===== src/rtl/pc_fetch_ctrl.sv =====
`default_nettype none
// +----------------------------------------------------------------------------+
// | Module      : pc_fetch_ctrl                                                |
// | Description : Architectural PC register and instruction-fetch sequencer.   |
// |               Drives the imem request handshake, selects the next PC from  |
// |               sequential/branch/jump sources, counts retired instructions  |
// |               and flags misaligned redirect targets.                       |
// | Revision    : 1.0 - initial release                                        |
// +----------------------------------------------------------------------------+
module pc_fetch_ctrl #(
  parameter logic [31:0] RESET_PC = 32'h0000_0000
) (
  input  logic        clk,
  input  logic        rst_n,
  output logic [31:0] pc_out,
  input  logic [31:0] pc_inc,
  input  logic        br_taken,
  input  logic [31:0] br_target,
  input  logic        jump,
  input  logic [31:0] jump_target,
  input  logic        stall,
  output logic        imem_req,
  output logic [31:0] imem_addr,
  input  logic        imem_ack,
  output logic        if_valid,
  output logic [31:0] retire_cnt,
  output logic        addr_err
);

  typedef enum logic [1:0] {
    IDLE = 2'd0,
    REQ  = 2'd1,
    HOLD = 2'd2
  } state_t;

  state_t      r_state;
  state_t      w_state_nxt;
  logic [31:0] r_pc;
  logic [31:0] r_retire_cnt;
  logic        r_addr_err;
  logic        w_advance;
  logic        w_redirect;
  logic        w_misaligned;
  logic [31:0] w_target;
  logic [31:0] w_pc_nxt;

  // Jump outranks branch; every PC source is forced to a word boundary.
  assign w_redirect   = jump | br_taken;
  assign w_target     = jump ? jump_target : br_target;
  assign w_misaligned = w_redirect & (|w_target[1:0]);
  assign w_pc_nxt     = w_redirect ? {w_target[31:2], 2'b00}
                                   : {pc_inc[31:2], 2'b00};

  always_comb begin
    w_state_nxt = r_state;
    imem_req    = 1'b0;
    if_valid    = 1'b0;
    w_advance   = 1'b0;
    case (r_state)
      IDLE: begin
        w_state_nxt = REQ;
      end
      REQ: begin
        imem_req = 1'b1;
        if_valid = imem_ack;
        if (imem_ack) begin
          if (stall) begin
            w_state_nxt = HOLD;
          end else begin
            w_advance = 1'b1;
          end
        end
      end
      HOLD: begin
        if_valid = 1'b1;
        if (!stall) begin
          w_advance   = 1'b1;
          w_state_nxt = REQ;
        end
      end
      default: begin
        w_state_nxt = IDLE;
      end
    endcase
  end

  always_ff @(posedge clk or negedge rst_n) begin
    if (!rst_n) begin
      r_state <= IDLE;
    end else begin
      r_state <= w_state_nxt;
    end
  end

  // Redirect inputs only matter on the advance edge.
  always_ff @(posedge clk or negedge rst_n) begin
    if (!rst_n) begin
      r_pc         <= RESET_PC;
      r_retire_cnt <= 32'd0;
      r_addr_err   <= 1'b0;
    end else if (w_advance) begin
      r_pc         <= w_pc_nxt;
      r_retire_cnt <= r_retire_cnt + 32'd1;
      if (w_misaligned) begin
        r_addr_err <= 1'b1;
      end
    end
  end

  assign pc_out     = r_pc;
  assign imem_addr  = r_pc;
  assign retire_cnt = r_retire_cnt;
  assign addr_err   = r_addr_err;

endmodule
`default_nettype wire


===== config.mk =====
export PLATFORM = sky130hd
export DESIGN_NAME = pc_fetch_ctrl
export DESIGN_NICKNAME = d
export VERILOG_FILES = /design/src/rtl/pc_fetch_ctrl.sv
export SDC_FILE = /design/constraint.sdc
export NUM_CORES = 1
export LEC_CHECK = 0
export CAP_MARGIN = 15
export CORE_UTILIZATION = 39
export DETAILED_ROUTE_END_ITERATION = 8
export PLACE_DENSITY = 0.8
export SYNTH_ARGS = -nofsm -noshare
export SYNTH_HDL_FRONTEND = slang
export SYNTH_SLANG_ARGS = --single-unit

===== constraint.sdc =====
create_clock -name clk -period 2.15 [get_ports clk]
set_input_delay 0.5375 -clock clk [delete_from_list [all_inputs] [get_ports clk]]
set_output_delay 0.5375 -clock clk [all_outputs]
set_load 0.02 [all_outputs]

## After elaboration in Yosys (flattened, before gate mapping)

Cells that the tools add are included.

- Reductions and logical operators: 4
- Add/sub/neg operators: 1
- Eq/ne operators: 5
- Muxes and demuxes: 11
- Bitwise operators: 2

Operator list:

| operator | count |
|---|---|
| $mux 32 | 2 |
| $add 32x1->32 const B | 1 |
| $mux 2 | 3 |
| $ne 2x2->1 const B | 3 |
| $pmux 2 s3 | 1 |
| $pmux 1 s2 | 2 |
| $mux 1 | 3 |
| $reduce_and 3->1 | 1 |
| $eq 2x1->1 const B | 1 |
| $eq 2x2->1 const B | 1 |
| $logic_not 2->1 | 1 |
| $reduce_and 2->1 | 1 |
| $reduce_or 2->1 | 1 |
| $and 1x1->1 | 1 |
| $or 1x1->1 | 1 |

- Bits in registers: 67
- Input bits: 102
- Logic and storage cells: 27
- Output and inout bits: 99

## Depth between registers and ports, before layout

- Depth in word-level cells: 4
- Mapped depth: 7
- Gate-level depth less buffers: 6

## Worst setup path after synthesis

No wires, ideal clock.

- Path kind: reg-to-reg
- Start: register r_retire_cnt[0] (netlist: retire_cnt[0])
- End: register r_retire_cnt[26] (netlist: retire_cnt[26])
- Data arrival time: 1836 ps
- Slack: 234 ps
- Cell stages (with the launch flop): 7
- Path through: dfrtp_1 -> ha_1 -> nand4_2 -> or4_1 -> buf_2 -> nor3_2 -> xor2_1

- Word-level cells in the longest chain between the ends: 1

RTL lines:

| element | RTL line | source |
|---|---|---|
| start: declaration | 39 | `logic [31:0] r_retire_cnt;` |
| start signal: assignment | 103 | `r_retire_cnt <= r_retire_cnt + 32'd1;` |
| $add 32x1->32 | 103 |  |

Every way passes these cells.
A chain may end at the register's enable or synchronous reset.

## Final worst setup path

- Start: input port imem_ack
- End: output port if_valid

- Word-level cells in the longest chain between the ends: 1

RTL lines:

| element | RTL line | source |
|---|---|---|
| start: declaration | 24 | `input logic imem_ack,` |
| $pmux 1 s2 | 59 | `case (r_state)` |
| end: declaration | 25 | `output logic if_valid,` |

Every way passes these cells.

==> impl_results.md <==
- Reg2Reg Setup Slack: between 0.15 and 0.2 ns
- Worst slew pin tran: 0.5185 ns
- Run status: completed
- CTS Buf Count: 9
- Slowest-stage cell, CP: clkdlybuf4s50_1
- Most frequent cells in the layout: 189 x clkdlybuf4s50_1, 65 x dfrtp_1, 45 x nand2_1
- Cells after Synth: 400
- Deepest clock path buffer count: 2
- Post-Syn Area: 0.003711 mm²
- Final worst-path cycle share: a little over nine tenths
- Vias in the first global route: between 3k and 4k
- Reg2Reg Depth: 5
- Post-synth top area cell: dfrtp_1
- Critical path data required time: ~1.6 ns
- Critical path startpoint category: input port
- Die span in x: 99.55 µm
- Antenna violations before repair: 0
- Post-place setup slack: -0.3060 ns
- Synth top area share: a little over two fifths
- Worst setup path class: in -> out
- Yosys cell types: 37
- Die Area: roughly 0.0099 mm²
- Clock Tree Root: clkbuf_8
- Die Y: between 90 and 100 µm
- Routability cong.: between 0.7 and 0.8
- Via Count: 3362
- Final hold viol count: 0
- I/O Buffers: between 150 and 200
- Ports: between 200 and 250
- Synth top area cells: dfrtp_1 44%, mux2i_1 8.1%, buf_4 6.9%
- Max_slew headroom: around 65%
- Seq cells post-synth: between 60 and 70
- Pin count of the biggest net entering global routing: 42
- Drt wl/cell: approximately 14 µm
- Worst Slack Setup Final: 0.1176 ns
- Post-layout util: 62.72%
- Final-report setup violation count: 0
- Slew Viols, Final: 0
- # Post-CTS Setup Buffers: 0
- Crit-path cells: clkdlybuf4s50_1 -> a21o_1 -> and2_1 -> buf_2
- CP arrival: ~1.5 ns
- Leakage: around 2.5 nW
- Iteration-0 DRC Markers: between 50 and 60
- Via density: ~4.8
- RR Startpoint: retire_cnt[1]
- VDD IR max: 0.5646 mV
- Post-route clock skew: about 0.011 ns
- Final Critical Period: between 2 and 2.5 ns
- CTS tree: done
- Clk slew on worst S/H paths: 0.07 ns
- Layout cells sized above 1: 8.885%
- Crit. End Element: output pin
- Max Fclk: just under 500 MHz
- P&R area growth vs syn: 56.17%
- Core footprint: 0.009240 mm²
- Clk sinks: between 60 and 70
- Congestion Overflow GR: 0
- Most common cell after layout, fill and taps aside: clkdlybuf4s50_1
- RSZ-0062 raised after global routing: false
- FF-to-FF End: retire_cnt[22]
- Drt total wl: between 9000 and 10000 µm
- Gr usage total: around 20%
- First-pass GRT wire length: about 15000 µm
- Power per Cell Area: just under 1000 mW/mm²
- Synth warnings: 0
- Post-Syn Area per Cell: between 9 and 10 µm²
- First-pass DRT Iterations: 4
- Residual DRC: 0
- Detailed placer's ending HPWL: approximately 7700 µm
- Initial core utilization: about 40%
- Skew-Pair Late Insertion Delay: around 0.33 ns
- Antenna diode count: 0
- Nets: between 600 and 700
- Row cnt: 35
- CTS H-Tree Depth: 3
- Sequential share of the synthesized area: around 44%
- CP max stage delay: ~0.47 ns
- Worst hold path type: in -> async
- Critical path peak fanout: 4
- Final ANT Viol Nets: 0
- MaxCap Viol Count: 0
- Cts hold-fix bufs: 0
cell type report:
type	instances	area, µm²
fillers	782	3445
repair buffers	211	2073
multi-input cells	273	1713
flip-flops and latches	65	1627
well taps	129	161.4
clock buffers	11	131.4
clock inverters	5	56.30
inverters	9	33.78
metal layers:
metal,vias to the layer above,global-route usage (%),wire (µm)
met4,0,5.769,139
met2,138,35.36,5019
met5,-,0,0
met3,15,5.973,712
li1,1663,-,-
met1,1546,21.74,3774
stage by stage:
stage	instance area (µm²)	hold slack [ns]	power [mW]	cells	setup TNS [ns]
after global routing	5796	0.2019	5.930	703	0
after CTS	5802	0.1885	5.678	703	0
after floorplan	3722	0.2419	3.411	403	0
final	5796	0.1960	5.613	703	0
after detailed placement	5614	0.4664	4.680	687	-1.298
after global placement	5614	0.4396	4.603	687	-0.4452
sequential cells by signal, indices dropped and copies added, names as in the netlist:
signal / flops
retire_cnt: 32
r_state: 2
imem_addr: 30
addr_err: 1
cell usage after synthesis:
library cell and count:
a21oi_1 33, nand4_2 1, buf_2 5, inv_1 9
and4_1 3, or4_4 1, nand4b_1 1, nand3_2 1
nand2b_1 1, dfrtp_1 65, xor2_1 19, ha_1 4
nor4b_1 3, and3_1 2, nor3_1 2, a21o_1 2
nand2_1 46, nor4_1 4, nor2_1 37, o32a_1 1
nor3_2 10, and2_1 3, xnor2_1 12, nand3_1 7
mux2i_1 30, or4_1 1, nor2b_1 1, clkbuf_1 15
buf_6 1, buf_1 1, o21ai_0 34, nand4_1 7
nor4_2 1, nor4_4 1, buf_4 34, a21boi_0 1
conb_1 1
repair_timing:
action | in CTS | in global routing
pin swaps | 0 | 0
endpoints found under the setup margin | 2 | 1
gates cloned | 0 | 0
resized for setup | 4 | 1
where the power goes:
group	internal (mW)	total (mW)	switching, mW
Clock	0.535	0.997	0.463
Combinational	1.37	2.78	1.41
Sequential	1.53	1.83	0.300
Total	3.44	5.61	2.17
cells by family (layout without fill, tap and decap cells):
family          count (synthesis)  count (layout)  synth area share (%)
flops                          65              65                 43.83
simple gates                  133             133                 19.02
compound gates                 71              71                 9.912
other cells                     1               4                0.1010
mux                            30              30                 8.092
fa+ha+maj                       4               4                 1.349
xor+xnor                       31              31                 7.316
buf+inv                        65             236                 10.38
worst max-delay path: cells and delay by family:
kind	cells	cell delay, ns
buffers and inverters	2	0.62
AOI/OAI and AO/OA	1	0.19
and+or+nand+nor	1	0.15
worst max path at each step:
stage             startpoint        endpoint  slack, ns  cells after the start
3_3_place_gp        imem_ack        if_valid      -0.29                      4
3_5_place_dp        imem_ack        if_valid      -0.31                      4
4_1_cts             imem_ack        if_valid       0.03                      4
2_1_floorplan  retire_cnt[0]  retire_cnt[26]       0.23                      6
5_1_grt        retire_cnt[3]   retire_cnt[3]       0.04                      1
6_report            imem_ack        if_valid       0.12                      4
Note: power is estimated with default switching activity, not from simulation.
